===== config.mk =====
export PLATFORM = sky130hd
export DESIGN_NAME = boton_acondicionador
export DESIGN_NICKNAME = d
export VERILOG_FILES = /design/src/rtl/boton_acondicionador.sv
export SDC_FILE = /design/constraint.sdc
export NUM_CORES = 1
export LEC_CHECK = 0
export ABC_AREA = 0
export BUFFER_PORTS_ARGS = -buffer_cell sky130_fd_sc_hd__clkbuf_2
export CAP_MARGIN = 25
export CORE_MARGIN = 2
export CORE_UTILIZATION = 55
export CTS_BUF_LIST = sky130_fd_sc_hd__clkbuf_16
export DETAILED_ROUTE_END_ITERATION = 6
export PLACE_DENSITY = 0.75
export SETUP_SLACK_MARGIN = 0.3
export SYNTH_ARGS = -nofsm -noshare
export SYNTH_HDL_FRONTEND = slang
export SYNTH_SLANG_ARGS = --single-unit

===== constraint.sdc =====
create_clock -name clk -period 1.83 [get_ports clk]
set_input_delay 0.366 -clock clk [delete_from_list [all_inputs] [get_ports clk]]
set_output_delay 0.366 -clock clk [all_outputs]
set_load 0.02 [all_outputs]

===== src/rtl/boton_acondicionador.sv =====
// Synchronises and debounces the raw active-low count/clear buttons and drives the counter's
// ena0_in pulse and active-low clear. Define BOTON_AUTOREPEAT_EN to add hold-to-repeat on count.
module boton_acondicionador #(
    parameter int DEB_CYCLES    = 16,
    parameter int REPEAT_DELAY  = 1000,
    parameter int REPEAT_PERIOD = 200,
    parameter int CNT_W         = 20
) (
    input  logic clk,
    input  logic rst,
    input  logic btn_cnt_raw,
    input  logic btn_clr_raw,
    output logic cnt_level,
    output logic cnt_press,
    output logic cnt_release,
    output logic clr_level,
    output logic ena0_out,
    output logic rstbutton_out
);

    typedef enum logic [1:0] {
        IDLE,
        PRESS_WAIT,
        PRESSED,
        RELEASE_WAIT
    } btn_state_t;

    localparam int NUM_CH = 2;
    localparam int CH_CNT = 0;
    localparam int CH_CLR = 1;
    localparam logic [CNT_W-1:0] DEB_LAST = CNT_W'(DEB_CYCLES - 1);

    logic [NUM_CH-1:0] raw_vec;
    logic [NUM_CH-1:0] level_vec;
    logic [NUM_CH-1:0] level_next_vec;

    assign raw_vec[CH_CNT] = btn_cnt_raw;
    assign raw_vec[CH_CLR] = btn_clr_raw;

`ifdef BOTON_AUTOREPEAT_EN
    logic cnt_stay_pressed;
`endif

    genvar gi;
    generate
        for (gi = 0; gi < NUM_CH; gi++) begin : g_ch
            logic             sync1_reg;
            logic             sync2_reg;
            btn_state_t       state_reg;
            btn_state_t       state_next;
            logic [CNT_W-1:0] deb_cnt_reg;
            logic [CNT_W-1:0] deb_cnt_next;
            logic             level_reg;
            logic             level_next;

            // Synchroniser resets to "released" so leaving reset never looks like a press.
            always_ff @(posedge clk or negedge rst) begin
                if (!rst) begin
                    sync1_reg   <= 1'b1;
                    sync2_reg   <= 1'b1;
                    state_reg   <= IDLE;
                    deb_cnt_reg <= '0;
                    level_reg   <= 1'b0;
                end else begin
                    sync1_reg   <= raw_vec[gi];
                    sync2_reg   <= sync1_reg;
                    state_reg   <= state_next;
                    deb_cnt_reg <= deb_cnt_next;
                    level_reg   <= level_next;
                end
            end

            always_comb begin
                state_next   = state_reg;
                deb_cnt_next = deb_cnt_reg;
                level_next   = level_reg;
                case (state_reg)
                    IDLE: begin
                        if (!sync2_reg) begin
                            state_next   = PRESS_WAIT;
                            deb_cnt_next = '0;
                        end
                    end
                    PRESS_WAIT: begin
                        if (sync2_reg) begin
                            state_next   = IDLE;
                            deb_cnt_next = '0;
                        end else if (deb_cnt_reg == DEB_LAST) begin
                            state_next   = PRESSED;
                            deb_cnt_next = '0;
                            level_next   = 1'b1;
                        end else begin
                            deb_cnt_next = deb_cnt_reg + 1'b1;
                        end
                    end
                    PRESSED: begin
                        if (sync2_reg) begin
                            state_next   = RELEASE_WAIT;
                            deb_cnt_next = '0;
                        end
                    end
                    RELEASE_WAIT: begin
                        // Level stays asserted until the release has been debounced.
                        if (!sync2_reg) begin
                            state_next   = PRESSED;
                            deb_cnt_next = '0;
                        end else if (deb_cnt_reg == DEB_LAST) begin
                            state_next   = IDLE;
                            deb_cnt_next = '0;
                            level_next   = 1'b0;
                        end else begin
                            deb_cnt_next = deb_cnt_reg + 1'b1;
                        end
                    end
                    default: begin
                        state_next   = IDLE;
                        deb_cnt_next = '0;
                    end
                endcase
            end

            assign level_vec[gi]      = level_reg;
            assign level_next_vec[gi] = level_next;

`ifdef BOTON_AUTOREPEAT_EN
            if (gi == CH_CNT) begin : g_hold_tap
                assign cnt_stay_pressed = (state_reg == PRESSED) && (state_next == PRESSED);
            end
`endif
        end
    endgenerate

    // Level only changes on an accepted transition, so its edges are the press/release events.
    logic cnt_press_next;
    logic cnt_release_next;
    logic clr_level_next;
    logic repeat_pulse;

    assign cnt_press_next   = level_next_vec[CH_CNT] & ~level_vec[CH_CNT];
    assign cnt_release_next = ~level_next_vec[CH_CNT] & level_vec[CH_CNT];
    assign clr_level_next   = level_next_vec[CH_CLR];

`ifdef BOTON_AUTOREPEAT_EN
    localparam logic [CNT_W-1:0] REP_FIRST_LAST = CNT_W'(REPEAT_DELAY - 1);
    localparam logic [CNT_W-1:0] REP_NEXT_LAST  = CNT_W'(REPEAT_PERIOD - 1);
    localparam logic [CNT_W-1:0] HOLD_MAX       = {CNT_W{1'b1}};

    logic [CNT_W-1:0] hold_cnt_reg;
    logic [CNT_W-1:0] hold_cnt_next;
    logic             first_done_reg;
    logic             first_done_next;
    logic [CNT_W-1:0] hold_target;

    always_ff @(posedge clk or negedge rst) begin
        if (!rst) begin
            hold_cnt_reg   <= '0;
            first_done_reg <= 1'b0;
        end else begin
            hold_cnt_reg   <= hold_cnt_next;
            first_done_reg <= first_done_next;
        end
    end

    assign hold_target = first_done_reg ? REP_NEXT_LAST : REP_FIRST_LAST;

    // Hold counter only advances while the count FSM stays in PRESSED, so leaving it stops repeats.
    always_comb begin
        hold_cnt_next   = hold_cnt_reg;
        first_done_next = first_done_reg;
        repeat_pulse    = 1'b0;
        if (cnt_press_next) begin
            hold_cnt_next   = '0;
            first_done_next = 1'b0;
        end else if (cnt_stay_pressed) begin
            if (hold_cnt_reg == hold_target) begin
                repeat_pulse    = 1'b1;
                hold_cnt_next   = '0;
                first_done_next = 1'b1;
            end else if (hold_cnt_reg != HOLD_MAX) begin
                hold_cnt_next = hold_cnt_reg + 1'b1;
            end
        end
    end
`else
    assign repeat_pulse = 1'b0;
`endif

    logic cnt_press_reg;
    logic cnt_release_reg;
    logic ena0_reg;
    logic rstbutton_reg;

    // Clear gates the enable in the same cycle it is accepted, so clear wins on simultaneous presses.
    always_ff @(posedge clk or negedge rst) begin
        if (!rst) begin
            cnt_press_reg   <= 1'b0;
            cnt_release_reg <= 1'b0;
            ena0_reg        <= 1'b0;
            rstbutton_reg   <= 1'b0;
        end else begin
            cnt_press_reg   <= cnt_press_next;
            cnt_release_reg <= cnt_release_next;
            ena0_reg        <= (cnt_press_next | repeat_pulse) & ~clr_level_next;
            rstbutton_reg   <= ~clr_level_next;
        end
    end

    assign cnt_level     = level_vec[CH_CNT];
    assign clr_level     = level_vec[CH_CLR];
    assign cnt_press     = cnt_press_reg;
    assign cnt_release   = cnt_release_reg;
    assign ena0_out      = ena0_reg;
    assign rstbutton_out = rstbutton_reg;

endmodule

**Word-level counts from Yosys, hierarchy flattened**

Index checks and enable logic that the tools add are counted.

- Bitwise operators: 6
- Mux-type cells: 36
- $add $sub $neg: 2
- Reduce and logical (&&, ||, !) cells: 6
- Equality and inequality tests: 16

Operator list:

| operator | number |
|---|---|
| 20-bit two-way mux | 10 |
| 20-bit case mux with 4 select lines | 2 |
| 20-bit by 1-bit adder with 20-bit output (second input constant) | 2 |
| 20-bit by 4-bit == test with 1-bit output (second input constant) | 2 |
| 2-bit two-way mux | 12 |
| 2-bit case mux with 4 select lines | 2 |
| 3-bit != test (second input constant) | 4 |
| 2-bit == test (second input constant) | 4 |
| 1-bit two-way mux | 8 |
| 2-bit != test (second input constant) | 4 |
| 4-bit AND reduction | 2 |
| 2-bit by 1-bit == test with 1-bit output (second input constant) | 2 |
| 2-bit logical NOT | 2 |
| 1-bit case mux with 2 select lines | 2 |
| 2-bit AND reduction | 2 |
| 1-bit AND | 3 |
| 1-bit inverter | 3 |

- Register bits after elaboration: 54
- Word-level logic and storage cells: 80
- Output and inout bits: 6
- Bits of input ports: 4

**Depth between registers and ports, before layout**

- Depth in word-level cells: 6
- Mapped depth: 7
- Mapped depth without buffers: 6

**Worst setup path after synthesis**

Ideal clock, no wire load.

- Path type: flip-flop to flip-flop
- Start point: register g_ch[0].deb_cnt_reg[5]
- End point: register g_ch[0].deb_cnt_reg[1]
- Data required time: 1.709 ns
- Buffers on the path: 1
- Slack: 0.079 ns
- Setup time: 0.121 ns
- Cell stages (with the launch flop): 6
- Clock period less this slack: 1.751 ns
- Arrival: 1.630 ns
- Cells stage by stage: dfrtp_1 or4_4 nor3_4 a21oi_2 buf_6 a22o_1

- Word-level cells in the longest chain between the ends: 4
- Elaborated cells between the ends (all ways): 5
- Classes of those cells: 1 x eq/ne; 4 x mux

RTL lines:

| what | line | RTL |
|---|---|---|
| start, declared | 51 | `logic [CNT_W-1:0] deb_cnt_reg;` |
| start signal, assigned | 68 | `deb_cnt_reg <= deb_cnt_next;` |
| 20-bit by 4-bit == test with 1-bit output * | 88, 107 |  |
| 20-bit two-way mux * | 88, 107 |  |
| 20-bit two-way mux (on tied branches) | 104, 85 |  |
| 20-bit case mux with 4 select lines * | 77 | `case (state_reg)` |

Every way passes the cells marked *; elsewhere a longest branch is shown, timed or not.
A chain may end at the register's enable or synchronous reset.

**Worst setup path after layout**

- Start point: register g_ch[0].deb_cnt_reg[5]
- End point: register g_ch[0].deb_cnt_reg[10]

- Word-level cells in the longest chain between the ends: 4
- Elaborated cells between the ends (all ways): 6
- Classes of those cells: 1 x add/sub; 1 x eq/ne; 4 x mux

RTL lines:

| what | line |
|---|---|
| 20-bit by 1-bit adder with 20-bit output or 20-bit by 4-bit == test with 1-bit output (tied branches) | - |
| 20-bit two-way mux * | 88, 107 |
| 20-bit two-way mux (on tied branches) | 104, 85 |
| 20-bit case mux with 4 select lines * | 77 |

Marks and branches as above.

==> impl_metrics.yaml <==
power:
  p_leak_nw: 1.79
  p_seq_share_pct: 45.4
  total_power_w: 0.00285
  combinationalPowerShare_pct: 19.5
  p_sw_share_pct: 29.5
  power.switching_w: 0.000841
  ir_drop_v: 0.000685
  internal_power_w: 0.00201
  power.share.clock_pct: 35.1
  power.density_mw_per_mm2: 691
clock_network:
  cts_tree: "yes"
  cts.clk_slew.worst_paths_ns: 0.08
  htree_levels: 2
  hold_buffers: 0
  clock_sinks: 54
  cts_root_buf: "clkbuf_16"
  clk_latency_ns: 0.30
  cts_buffers: 5
  clock_path_buffers: 2
sta:
  slew_headroom_pct: 55.4
  setup-violations-final: 7
  maxSlewViolCount: 0
  hold_ws_ns: 0.0679
  timing.final.crit_share_pct: 103
  final-hold-violation-count: 0
  tns_ns: -0.179
  setup_slack_ns: -0.0485
  timing.final.crit_period_ns: 1.88
  fin_skew_ns: 0.0111
  tightestPinTransition_ns: 0.668
  rsz0062_at_grt: "true"
  fmax_mhz: 532
synthesis:
  synth_cell_types: 45
  synth_edf_count: 0
  yosysTopAreaCellShare_pct: 44.1
  ys.flop_type: "dfrtp_1"
  ys_ff_latch: 54
  synth_area_sq_mm: 0.00284
  synthArstFlopShare_pct: 100
  syn_inst: 301
  synth_area_leaders: "dfrtp_1 44%, nand2_1 5.7%, nand3_1 4.2%, o21ai_0 4.2%, dfstp_2 3.7%"
  synth_area_per_cell_sq_um: 9.42
  yosysSeqAreaShare_pct: 47.8
  ys_warn_count: 0
  syn_nets: 307
  synth_top_area_cell: "dfrtp_1"
cells_and_area:
  finalNonFillerCells: 445
  utilization_pct: 81.7
  drive_gt1_share_pct: 47.2
  diodes: 0
  area_growth_pct: 45.3
  fillers: 253
  largest_reg_flops: 40
  nets: 380
critical_path:
  cp_data_required_time_ns: 2.02
  rr_endpoint: "g_ch[0].deb_cnt_reg[10]$_DFFE_PN0P_"
  reg2reg_from: "g_ch[0].deb_cnt_reg[5]$_DFFE_PN0P_"
  worstPathArrival_ns: 2.06
  cp-end-kind: "flip-flop"
  r2r_slack_ns: -0.05
  start_kind: "flip-flop"
  rr_worst_depth: 6
  critPathKind: "reg2reg"
  crit_path_max_fanout: 7
detailed_routing:
  first_pass_iters: 6
  ant_nets: 0
  via_per_inst: 6.16
  wirelength_um: 8600
  drc_errors: 0
  vias: 2739
  wl_per_cell_um: 19.3
  drt_iter0_markers: 217
floorplan:
  io_pins: 10
  core_area_sq_mm: 0.00504
  dieArea_sq_mm: 0.00574
  start_util_pct: 56.2
  fp-row-count: 26
  die_height_um: 75.8
  chipWidth_um: 75.8
placed_design:
  placed_cells: 402
  io_buffers: 9
  place.gp.congestion: 0.895
  dp_hpwl_um: 4300
outcome:
  violations: "negative setup slack"
  status: "complete, but fails checks"
run:
  drv_cap: 0
grt:
  globalRouteMet1Util_pct: 33.2
  grt_max_degree: 20
  antenna_found_initial: 0
  grt_pass1_wl_um: 11700
  gr-total-overflow: 0
  grt_use_met3_pct: 5.03
  grt_util_all_layers_pct: 27.0
  use_met2_pct: 47.0
  top_usage_layer: "met2"
  grt_pass1_vias: 2544
min_path:
  min_path_type: "in2async"
-- cell type report --
cell class	count	area, sq um	share of cell area, %
multi-input cells	227	1820	44.3
repair buffers	79	664	16.1
flip-flops and latches	54	1360	33.1
inverters	7	26.3	0.638
well taps	70	87.6	2.13
clock inverters	3	28.8	0.698
clock buffers	5	125	3.04
-- synth_stat cells (2+ instances only) --
cell / instances
nor4_1: 9
nor4_4: 2
xnor2_1: 11
ha_1: 2
a41oi_1: 2
nand3_1: 24
and3_1: 6
inv_1: 7
buf_2: 2
mux2i_1: 4
nor4_2: 3
o21ai_1: 2
o22ai_1: 6
and4_1: 3
a21oi_1: 14
or2_2: 2
a31oi_1: 3
nand2_1: 43
nand2b_1: 2
o21ai_0: 24
buf_6: 2
dfstp_2: 4
nand4_1: 8
a22o_1: 2
dfrtp_1: 50
xor2_1: 9
o31ai_1: 2
a21o_1: 7
nor2_1: 14
clkbuf_1: 9
nor3_1: 8
a2bb2oi_1: 2
-- power groups by stage --
stage	logic [W]	clock network (W)	registers [W]
2_1_floorplan	0.000249	0	0.00130
6_report	0.000554	0.00100	0.00129
3_3_place_gp	0.000370	0	0.00130
4_1_cts	0.000462	0.000996	0.00129
3_5_place_dp	0.000380	0	0.00130
5_1_grt	0.000596	0.00105	0.00130
-- logic make-up (layout without fill, tap and decap cells) --
kind of cell | Yosys count | after routing | synth area share (%)
multiplexers | 4 | 4 | 1.41
buffers and inverters | 21 | 94 | 3.44
adder cells (fa/ha/maj) | 2 | 2 | 0.882
flip-flops | 54 | 54 | 47.8
XOR/XNOR | 20 | 20 | 6.18
AO/OA/AOI/OAI | 69 | 70 | 14.8
AND/OR/NAND/NOR | 131 | 131 | 25.5
-- critical path, cell delays in order (launching register included) --
cell,delay [ns]
dfrtp_1,0.38
or4_4,0.55
nor3_4,0.22
buf_6,0.15
a21o_4,0.19
o21ai_2,0.07
a22o_1,0.21
-- timing repair --
action	in CTS	in global routing
gates resized for setup	48	69
buffers inserted	28	6
endpoints found under the hold margin	0	0
endpoints found under the setup margin	45	48
gates cloned	1	0
pin swaps	26	38
-- cells in the final DEF (no fill, tap or decap), types with 7 or more instances in the layout --
master     n
buf_6     15
nand2_1   39
clkbuf_2   9
a21oi_2    7
nand3_1   20
o21ai_2   13
nor2_1     9
o21ai_1    7
buf_4     52
nor4_4     8
inv_1      7
nand4_1    8
xor2_1     9
dfrtp_1   44
-- per-stage QoR --
step | instance area (sq um) | setup slack (ns)
floorplan | 2880 | 0.0808
global placement | 3230 | 0.0350
detailed placement | 3230 | 0.00348
CTS | 3790 | 0.0493
global route | 4120 | -0.0881
finish | 4120 | -0.0485
-- layer usage --
layer  wire (um)  vias to the layer above  share of wire (%)
met5           0                        -                  0
met2        4480                      107                 52
met3         414                       36                4.8
met1        3370                     1354                 39
li1            -                     1242                  -
met4         329                        0                3.8
-- worst max path at each step --
stage	start	to	slack [ns]	cells past startpoint
floorplan	g_ch[0].deb_cnt_reg[5]$_DFFE_PN0P_	g_ch[0].deb_cnt_reg[1]$_DFFE_PN0P_	0.08	5
global placement	g_ch[0].sync2_reg$_DFF_PN1_	g_ch[0].deb_cnt_reg[18]$_DFFE_PN0P_	0.03	6
detailed placement	g_ch[0].deb_cnt_reg[5]$_DFFE_PN0P_	g_ch[0].deb_cnt_reg[9]$_DFFE_PN0P_	0.003	5
CTS	g_ch[0].deb_cnt_reg[5]$_DFFE_PN0P_	g_ch[0].deb_cnt_reg[10]$_DFFE_PN0P_	0.05	6
global route	g_ch[0].deb_cnt_reg[5]$_DFFE_PN0P_	g_ch[0].deb_cnt_reg[1]$_DFFE_PN0P_	-0.09	6
finish	g_ch[0].deb_cnt_reg[5]$_DFFE_PN0P_	g_ch[0].deb_cnt_reg[10]$_DFFE_PN0P_	-0.05	6
No activity file was read; power rests on OpenSTA's default activity.
